**config.mk**
```make
export PLATFORM = sky130hd
export DESIGN_NAME = alu_chunk_sequencer
export DESIGN_NICKNAME = d
export VERILOG_FILES = /design/src/rtl/alu_chunk_sequencer.sv
export SDC_FILE = /design/constraint.sdc
export NUM_CORES = 1
export LEC_CHECK = 0
export BUFFER_PORTS_ARGS = -buffer_cell sky130_fd_sc_hd__buf_2
export CORE_MARGIN = 10
export CORE_UTILIZATION = 50
export CTS_CLUSTER_DIAMETER = 150
export DETAILED_ROUTE_END_ITERATION = 12
export PLACE_DENSITY = 0.76
export SLEW_MARGIN = 20
export SYNTH_ARGS = -nofsm -noshare
export SYNTH_HDL_FRONTEND = slang
export SYNTH_SLANG_ARGS = --single-unit
```
**constraint.sdc**
```tcl
create_clock -name clk -period 3.75 [get_ports clk]
set_input_delay 0.9375 -clock clk [delete_from_list [all_inputs] [get_ports clk]]
set_output_delay 0.9375 -clock clk [all_outputs]
set_load 0.01 [all_outputs]
```
**src/rtl/alu_chunk_sequencer.sv**
```systemverilog
// alu_chunk_sequencer: runs WIDTH-bit ALU operations on an external SLICE-bit ALU.
// It handles one chunk per cycle, starting with the LSB chunk, and chains the carry
// between chunks. Requests arrive and responses leave on valid/ready handshakes.
// Every output is driven directly from a register.
module alu_chunk_sequencer #(
  parameter int WIDTH = 24,
  parameter int SLICE = 6
) (
  input  logic             clk,
  input  logic             reset,
  input  logic             req_valid,
  output logic             req_ready,
  input  logic [3:0]       req_op,
  input  logic [WIDTH-1:0] req_a,
  input  logic [WIDTH-1:0] req_b,
  output logic [SLICE-1:0] alu_a,
  output logic [SLICE-1:0] alu_b,
  output logic [3:0]       alu_op,
  output logic             alu_carry_in,
  input  logic [SLICE-1:0] alu_result,
  input  logic             alu_carry_out,
  output logic             rsp_valid,
  input  logic             rsp_ready,
  output logic [WIDTH-1:0] rsp_result,
  output logic             rsp_carry,
  output logic             rsp_ovf,
  output logic             rsp_zero,
  output logic             rsp_err
);

  localparam int NCHUNK = WIDTH / SLICE;
  localparam int IW     = (NCHUNK > 1) ? $clog2(NCHUNK) : 1;

  localparam logic [3:0] OP_AND = 4'b0000;
  localparam logic [3:0] OP_OR  = 4'b0001;
  localparam logic [3:0] OP_ADD = 4'b0010;
  localparam logic [3:0] OP_SUB = 4'b0110;
  localparam logic [3:0] OP_NOR = 4'b1100;

  typedef enum logic [1:0] {
    IDLE = 2'd0,
    RUN  = 2'd1,
    DONE = 2'd2
  } state_t;

  // Returns 1 when the opcode is one of the ALU operations this block supports.
  function automatic logic op_legal(input logic [3:0] op);
    logic ok;
    case (op)
      OP_AND, OP_OR, OP_ADD, OP_SUB, OP_NOR: ok = 1'b1;
      default:                               ok = 1'b0;
    endcase
    return ok;
  endfunction

  state_t           state_r, state_nx_s;
  logic [IW-1:0]    idx_r;
  logic [WIDTH-1:0] a_r, b_r, res_r;
  logic [3:0]       op_r;
  logic [WIDTH-1:0] res_s, a_nx_s, b_nx_s;
  logic             req_legal_s, run_arith_s, run_sub_s, last_s, ovf_s;

  logic             req_ready_r, alu_cin_r, rsp_valid_r;
  logic [SLICE-1:0] alu_a_r, alu_b_r;
  logic [3:0]       alu_op_r;
  logic [WIDTH-1:0] rsp_result_r;
  logic             rsp_carry_r, rsp_ovf_r, rsp_zero_r, rsp_err_r;

  assign req_ready    = req_ready_r;
  assign alu_a        = alu_a_r;
  assign alu_b        = alu_b_r;
  assign alu_op       = alu_op_r;
  assign alu_carry_in = alu_cin_r;
  assign rsp_valid    = rsp_valid_r;
  assign rsp_result   = rsp_result_r;
  assign rsp_carry    = rsp_carry_r;
  assign rsp_ovf      = rsp_ovf_r;
  assign rsp_zero     = rsp_zero_r;
  assign rsp_err      = rsp_err_r;

  // Decode the opcode, find the next operand chunk and merge the current ALU chunk into the result.
  always_comb begin
    req_legal_s = op_legal(req_op);
    run_arith_s = (op_r == OP_ADD) || (op_r == OP_SUB);
    run_sub_s   = (op_r == OP_SUB);
    last_s      = (idx_r == IW'(NCHUNK - 1));
    a_nx_s      = a_r >> (SLICE * (int'(idx_r) + 1));
    b_nx_s      = b_r >> (SLICE * (int'(idx_r) + 1));
    res_s       = res_r;
    res_s[int'(idx_r)*SLICE +: SLICE] = alu_result;
    ovf_s = (a_r[WIDTH-1] == (b_r[WIDTH-1] ^ run_sub_s)) &&
            (alu_result[SLICE-1] != a_r[WIDTH-1]);
  end

  // Next-state logic for the control FSM.
  always_comb begin
    state_nx_s = state_r;
    case (state_r)
      IDLE: begin
        if (req_valid) begin
          state_nx_s = req_legal_s ? RUN : DONE;
        end else begin
          state_nx_s = IDLE;
        end
      end
      RUN: begin
        if (last_s) begin
          state_nx_s = DONE;
        end else begin
          state_nx_s = RUN;
        end
      end
      DONE: begin
        if (rsp_ready) begin
          state_nx_s = IDLE;
        end else begin
          state_nx_s = DONE;
        end
      end
      default: state_nx_s = IDLE;
    endcase
  end

  // State register.
  always_ff @(posedge clk or posedge reset) begin
    if (reset) begin
      state_r <= IDLE;
    end else begin
      state_r <= state_nx_s;
    end
  end

  // Datapath: capture the operands, step through the chunks and register the response.
  always_ff @(posedge clk or posedge reset) begin
    if (reset) begin
      idx_r        <= {IW{1'b0}};
      a_r          <= {WIDTH{1'b0}};
      b_r          <= {WIDTH{1'b0}};
      op_r         <= 4'b0000;
      res_r        <= {WIDTH{1'b0}};
      req_ready_r  <= 1'b1;
      alu_a_r      <= {SLICE{1'b0}};
      alu_b_r      <= {SLICE{1'b0}};
      alu_op_r     <= 4'b0000;
      alu_cin_r    <= 1'b0;
      rsp_valid_r  <= 1'b0;
      rsp_result_r <= {WIDTH{1'b0}};
      rsp_carry_r  <= 1'b0;
      rsp_ovf_r    <= 1'b0;
      rsp_zero_r   <= 1'b0;
      rsp_err_r    <= 1'b0;
    end else begin
      case (state_r)
        IDLE: begin
          if (req_valid) begin
            req_ready_r <= 1'b0;
            if (req_legal_s) begin
              a_r       <= req_a;
              b_r       <= req_b;
              op_r      <= req_op;
              idx_r     <= {IW{1'b0}};
              res_r     <= {WIDTH{1'b0}};
              alu_a_r   <= req_a[SLICE-1:0];
              alu_b_r   <= req_b[SLICE-1:0];
              alu_op_r  <= req_op;
              alu_cin_r <= (req_op == OP_SUB);
            end else begin
              // An illegal opcode skips the ALU and answers with a zero result at once.
              rsp_valid_r  <= 1'b1;
              rsp_err_r    <= 1'b1;
              rsp_result_r <= {WIDTH{1'b0}};
              rsp_zero_r   <= 1'b1;
              rsp_carry_r  <= 1'b0;
              rsp_ovf_r    <= 1'b0;
            end
          end
        end
        RUN: begin
          res_r <= res_s;
          if (last_s) begin
            alu_a_r      <= {SLICE{1'b0}};
            alu_b_r      <= {SLICE{1'b0}};
            alu_op_r     <= 4'b0000;
            alu_cin_r    <= 1'b0;
            rsp_valid_r  <= 1'b1;
            rsp_err_r    <= 1'b0;
            rsp_result_r <= res_s;
            rsp_zero_r   <= (res_s == {WIDTH{1'b0}});
            rsp_carry_r  <= run_arith_s ? alu_carry_out : 1'b0;
            rsp_ovf_r    <= run_arith_s ? ovf_s : 1'b0;
          end else begin
            idx_r     <= idx_r + IW'(1);
            alu_a_r   <= a_nx_s[SLICE-1:0];
            alu_b_r   <= b_nx_s[SLICE-1:0];
            alu_cin_r <= run_arith_s ? alu_carry_out : 1'b0;
          end
        end
        DONE: begin
          if (rsp_ready) begin
            rsp_valid_r <= 1'b0;
            req_ready_r <= 1'b1;
          end
        end
        default: begin
          req_ready_r <= 1'b1;
        end
      endcase
    end
  end

endmodule

```
Yosys cells after proc, flatten, opt, wreduce, memory -nomap -nowiden
Cells that the tools add are included.
{"block": "word_totals", "ff_bits": 127, "output_inout_bits": 47, "in_bits": 63, "word_cells": 114}
{"block": "op_classes", "reduce_logical": 15, "n_mux": 54, "multipliers": 2, "addsub": 3, "eq_ne": 17, "shifts": 4, "bitwise": 2}
{"operator": "$mux 24", "count": 5}
{"operator": "$pmux 24 s2", "count": 2}
{"operator": "$mux 6", "count": 6}
{"operator": "$neg 5->33", "count": 1}
{"operator": "$shift 6x33->24 const A", "count": 1}
{"operator": "$shiftx 6x33->24", "count": 1}
{"operator": "$shr 24x32->6", "count": 1}
{"operator": "$bwmux 24", "count": 1}
{"operator": "$logic_not 24->1", "count": 1}
{"operator": "$pmux 6 s2", "count": 2}
{"operator": "$shr 24x6->6", "count": 1}
{"operator": "$mux 1", "count": 18}
{"operator": "$mux 2", "count": 7}
{"operator": "$mux 4", "count": 3}
{"operator": "$ne 2x2->1 const B", "count": 6}
{"operator": "$reduce_and 4->1", "count": 3}
{"operator": "$pmux 1 s2", "count": 5}
{"operator": "$reduce_and 3->1", "count": 3}
{"operator": "$eq 4x2->1 const B", "count": 2}
{"operator": "$eq 4x3->1 const B", "count": 2}
{"operator": "$pmux 4 s2", "count": 1}
{"operator": "$pmux 1 s3", "count": 2}
{"operator": "$pmux 2 s3", "count": 1}
{"operator": "$mul 2x3->5 const A", "count": 1}
{"operator": "20 further kinds", "count": 21}

Longest topological paths before layout
Gate-level depths: netlist of run 1.
{"block": "depth", "word_depth": 7, "mapped_depth": 11, "depth_no_buf": 8}

Worst setup path before layout of run 1
Ideal clock, no wire load.
{"block": "synth_timing", "path_kind": "register to register", "from": "register idx_r[1]", "to": "register rsp_zero_r, in the netlist rsp_zero", "stages_incl_launch_ff": 12, "arrival_time_ns": 2.565, "setup_ns": 0.099, "n_path_buf": 3, "period_less_slack_ns": 2.665, "required_time_ns": 3.651, "setup_slack_ns": 1.085, "path_cell_list": "dfrtp_1 clkbuf_1 buf_2 inv_1 ha_1 buf_2 mux2i_1 o21ai_0 o211ai_1 nand4_1 o31a_1 a311oi_1"}
{"block": "synth_via", "elab_chain_cells": 7, "word_cells_on_any_way": 11, "cone_classes": "add/sub (1); mul (1); eq/ne (2); shift (2); mux (3); reduce/logical (2)"}
{"element": "from (decl)", "line": "57", "text": "logic [IW-1:0] idx_r;"}
{"element": "from (signal assigned)", "line": "136", "text": "idx_r <= {IW{1'b0}};"}
{"element": "from (signal assigned)", "line": "161", "text": "idx_r <= {IW{1'b0}};"}
{"element": "from (signal assigned)", "line": "192", "text": "idx_r <= idx_r + IW'(1);"}
{"element": "$mul 2x2->4", "line": "90", "text": "res_s[int'(idx_r)*SLICE +: SLICE] = alu_result;"}
{"element": "$neg 5->33", "line": "90"}
{"element": "$shiftx 6x33->24 / $shift 6x33->24 (equally long branches)", "line": "90"}
{"element": "$bwmux 24", "line": "90"}
{"element": "$logic_not 24->1", "line": "188", "text": "rsp_zero_r <= (res_s == {WIDTH{1'b0}});"}
{"element": "$mux 1", "line": "180", "text": "if (last_s) begin"}
{"element": "$pmux 1 s2", "line": "153", "text": "case (state_r)"}
{"element": "to (signal assigned)", "line": "188"}
{"element": "to (decl)", "line": "67", "text": "logic rsp_carry_r, rsp_ovf_r, rsp_zero_r, rsp_err_r;"}
Several ways; a longest one is shown, not always the timed one. The select of a mux whose other input is x is not followed.
A chain may end at the register's enable or synchronous reset.

Final worst setup path of run 1
{"block": "layout_timing", "from": "register idx_r[0]", "to": "register rsp_zero_r, in the netlist rsp_zero"}
The elaborated chain is that of the path after synthesis.

==> results.cfg, run 1 <==
[run_status]
status = finished, final reports clean

[critical_path]
path_max_fanout = 18
worstPathRequired_ns = 4.18
crit_path_start_kind = register
worstSetupPathType = register to register
worstPathArrival_ns = 3.17
endpoint_kind = register

[sta]
slew_headroom_pct = 32.7
fin_tns_setup_ns = 0
finalCritPeriodShare_pct = 73.1
worst_slew_pin_slew_ns = 1.01
grt_setup_unrepaired = no
final-hold-violation-count = 0
fin_crit_ns = 2.74
drv_slew = 0
fin_skew_ns = 0.0136
finalSetupViolations = 0
setup_slack_ns = 1.01
fmax_ghz = 0.365

[floorplan]
chipWidth_um = 126
io_pins = 110
dieArea_sq_um = 15800
core_sq_um = 10900
num_rows = 38
start_util_pct = 51.3
die_y_um = 126

[grt]
antenna_found_initial = 0
grt_max_degree = 116
grt_pass1_vias = 5037
grt_pass1_wl_mm = 25.4
gr-total-overflow = 0
track_usage_pct = 19.2

[placement]
dp_slack_ns = 0.992
dp_hpwl_mm = 10.2
gp_congestion = 0.889
dp_cells = 828
portBuffers = 109
dpl_cell_area_sq_um = 6200

[clocking]
clk_latency_ns = 0.53
cts_buffer_depth = 2
root_buffer = clkbuf_8
cts_tree = yes
cts_sinks = 115
cts_max_level = 4
cts_resized = 0
postCtsHoldBufs = 0
cts.clk_slew.worst_paths_ns = 0.06
numCtsBuffers = 17
postCtsSetupBuffers = 0

[min_path]
hold_path_class = register to register

[yosys]
ys_seq_area_share_pct = 51.6
synthFlopType = dfrtp_1
syn_nets = 684
synth_top_cell_by_area = dfrtp_1
ys_warn_count = 0
ys_types = 50
synthCells = 615
avgSynthCellArea_sq_um = 9.08
synth-edff-count = 0
synth.cell_area_sq_um = 5580
async_reset_ff_share_pct = 100
synth_seq_cells = 115
synth_top_area_share_pct = 51.1
synth_area_leaders = dfrtp_1 51%, nand2_1 11%, o21ai_0 3.3%, mux2i_1 3.2%, nor2_1 3.2%

[cells_and_area]
layout_commonest_cell = nand2_1
fin_area_sq_um = 6750
layout-drive-gt1-share_pct = 23.7
syn_to_final_growth_pct = 21.0
stdcell_count = 858
layout_common_cells = 168 x nand2_1, 114 x dfrtp_1, 109 x buf_2, 47 x nor2_1, 37 x o21ai_0
finalNetCount = 776
num_antenna_cells = 0

[pwr]
power.leakage_uw = 0.00337
powerDensity_nw_per_um2 = 796
vdd_ir_drop_max_v = 0.000366

[flow_run]
max_cap_violations = 0

[routing]
num_vias = 4848
drtPass1Iterations = 6
postRouteAntennaNets = 0
drt_iter0_drc = 308
wl_mm = 15.0
routedWlPerCell_um = 17.5
drc = 0
vias_per_cell = 5.65
-- registers in the layout, summed over array words and instances, names as in the netlist --
| register | flops |
|---|---|
| a_r | 18 |
| alu_a | 6 |
| alu_b | 6 |
| alu_carry_in | 1 |
| alu_op | 4 |
| b_r | 18 |
| idx_r | 2 |
| op_r | 4 |
| req_ready | 1 |
| res_r | 24 |
| rsp_carry | 1 |
| rsp_err | 1 |
| rsp_ovf | 1 |
| rsp_result | 24 |
| rsp_valid | 1 |
| rsp_zero | 1 |
| state_r | 2 |
-- through the flow --
stage	util (%)	hold WS [ns]	power, uW
after floorplan	-	0.444	3260
after global routing	62.0	0.491	5730
after CTS	62.0	0.474	5390
after global placement	56.9	0.457	3780
after detailed placement	56.9	0.462	3840
final	62.0	0.466	5370
-- cell families after synthesis --
family	Yosys count	synth area share [%]
buffers and inverters	60	4.66
and+or+nand+nor	275	21.3
xor gates and xnor gates	1	0.157
muxes	31	5.85
DFF	115	51.6
AOI/OAI and AO/OA	127	15.1
adders and majority gates	6	1.34
-- final cells by class --
cell class / count / area, sq um
Tap cell: 140 / 175
Fill cell: 924 / 4140
Multi-Input combinational cell: 440 / 2450
Timing Repair Buffer: 117 / 631
Inverter: 16 / 63.8
Clock inverter: 10 / 110
Sequential cell: 115 / 2880
Clock buffer: 20 / 445
-- layer usage --
| layer | vias up | global-route usage (%) | part of all wire [%] |
|---|---|---|---|
| met4 | 0 | 8.81 | 2.8 |
| met5 | - | 0 | 0 |
| met3 | 42 | 4.78 | 7.2 |
| met2 | 206 | 30.0 | 47 |
| met1 | 2305 | 24.5 | 43 |
| li1 | 2295 | - | - |
-- worst paths after layout --
path / start / to / slack, ns / depth (start not counted)
worst min-delay path: rsp_result[1] / rsp_result[1] / 0.47 / 2
worst max-delay path: idx_r[0] / rsp_zero / 1.01 / 8
max in group asynchronous: reset / alu_a[5] / 2.68 / 3
min in group asynchronous: reset / res_r[9] / 0.59 / 3
worst max register to register: idx_r[0] / rsp_zero / 1.01 / 8
worst min register to register: rsp_result[1] / rsp_result[1] / 0.47 / 2
-- power breakdown --
group	internal (uW)	leakage, uW	switching, uW
Combinational	716	0.00162	1230
Sequential	1640	0.00148	261
Clock	966	0.000264	558
-- Yosys cell counts (all sizes together) (2+ instances only) --
master  instances
a211oi          2
a21o           10
a21oi          20
a221oi         12
a22o            9
a22oi           3
a31oi           2
a32o            3
a32oi           3
and2            3
and3            2
buf            24
clkbuf         20
dfrtp         114
ha              6
inv            16
mux2           13
mux2i          18
nand2         168
nand2b          4
nand3           8
nand3b          3
nand4           2
nor2           47
nor2b          14
nor3            5
nor3b           3
nor4            8
o21ai          40
o22ai           6
o31ai           9
or2             5
or3             2
-- critical path, cell delays in order, from the launching register on --
cell and delay [ns]:
dfrtp_1 0.37, inv_1 0.23, ha_1 0.67, nor3b_2 0.20, and2_1 0.24, a32oi_1 0.28, nand4_1 0.14, o31a_1 0.32
a311oi_1 0.20
Power figures use the tool's default switching activity.
==> run 2, diff against run 1 <==
clock period = 2.35 ns   (was 3.75 ns; I/O delays follow)
==> results.cfg, run 2 (synthesis gave the netlist of run 1 again) <==
[cells_and_area]
layout-drive-gt1-share_pct = 27.6
num_antenna_cells = 0
finalNetCount = 803
fin_area_sq_um = 7060
stdcell_count = 887
layout_commonest_cell = nand2_1
syn_to_final_growth_pct = 26.5
layout_common_cells = 168 x nand2_1, 114 x dfrtp_1, 109 x buf_2, 46 x nor2_1, 36 x o21ai_0

[routing]
drt_iter0_drc = 449
routedWlPerCell_um = 17.6
vias_per_cell = 5.63
drc = 0
drtPass1Iterations = 6
num_vias = 4990
postRouteAntennaNets = 0
wl_mm = 15.6

[critical_path]
path_buf_inv = 2
cp_cell_sequence = inv_2, ha_4, buf_4, nor3b_2, and2_1, a32oi_2, nand4_1, o31a_1, a311oi_2
r2r_start = idx_r[1]
worstPathRequired_ns = 2.78
worstSetupPathType = register to register
worst-path-stages = 9
critical-path-max-stage-delay_ns = 0.41
worstPathArrival_ns = 2.68
crit_start = idx_r[1]
endpoint_kind = register
crit_family = compound AO/OA/AOI/OAI gates
r2r_cells = 9
path_max_fanout = 8
worst_path_max_delay_cell = dfrtp_1
crit_path_start_kind = register

[placement]
dp_hpwl_mm = 11.2
dpl_cell_area_sq_um = 6400
dp_slack_ns = -0.00813
gp_congestion = 0.911
portBuffers = 109
dp_cells = 852

[clocking]
cts_sinks = 115
cts.clk_slew.worst_paths_ns = 0.06
cts_tree = yes
numCtsBuffers = 17
cts_max_level = 4
clk_latency_ns = 0.53
root_buffer = clkbuf_8
cts_buffer_depth = 2

[run_status]
status = finished, final reports clean

[pwr]
vdd_ir_drop_max_v = 0.000654
powerDensity_nw_per_um2 = 1310
power.leakage_uw = 0.00354
power.total_uw = 9250

[floorplan]
core_sq_um = 10900
chipWidth_um = 126
io_pins = 110
dieArea_sq_um = 15800
die_y_um = 126
num_rows = 38
start_util_pct = 51.3

[sta]
fin_skew_ns = 0.00846
setup_slack_ns = 0.102
fin_crit_ns = 2.25
worst_slew_pin_slew_ns = 0.830
drv_slew = 0
finalSetupViolations = 0
slew_headroom_pct = 44.4
grt_setup_unrepaired = no
finalCritPeriodShare_pct = 95.7
final-hold-violation-count = 0
fmax_ghz = 0.445

[flow_run]
max_cap_violations = 0

[grt]
track_usage_pct = 19.6
grt_pass1_vias = 5118
grt_max_degree = 55
grt_pass1_wl_mm = 25.7
antenna_found_initial = 0
gr-total-overflow = 0

[min_path]
hold_path_class = input pin to async pin
run 2: where the power goes:
group / internal, uW / total (uW) / switching (uW)
clock network: 1750 / 2680 / 932
registers: 2620 / 3050 / 430
logic: 1440 / 3520 / 2080
total: 5810 / 9250 / 3440
run 2: stage by stage:
step | utilization (%) | hold WS (ns) | TNS, ns
floorplan | - | 0.444 | 0
global placement | 58.8 | 0.455 | 0
detailed placement | 58.8 | 0.463 | -0.0141
CTS | 64.4 | 0.0741 | 0
global route | 64.8 | 0.0890 | 0
finish | 64.8 | 0.0768 | 0
run 2: repair_timing:
action / CTS / global route
hold buffers: 0 / 0
setup endpoints to repair: 0 / 1
hold endpoints to repair: 0 / 0
setup buffers: 0 / 3
resized for setup: 0 / 9
run 2: worst paths after layout:
path                                  endpoint  slack, ns
worst max-delay path                  rsp_zero       0.10
worst min-delay path             rsp_result[5]       0.08
worst max register to register        rsp_zero       0.10
worst min register to register  rsp_result[20]       0.47
max in group asynchronous            req_ready       1.60
min in group clk                        b_r[7]       0.24
run 2: cell type report:
cell class	instances	area (sq um)
fillers	925	3830
repair buffers	144	846
multi-input cells	440	2480
flip-flops and latches	115	2880
clock inverters	13	184
clock buffers	19	432
well taps	140	175
inverters	16	63.8
run 2: routing by layer:
layer	up-vias	global-route usage [%]	part of all wire, %
met5	-	0	0
met4	0	7.38	1.6
met3	25	4.53	7.5
met2	213	31.6	48
met1	2411	25.0	43
li1	2341	-	-
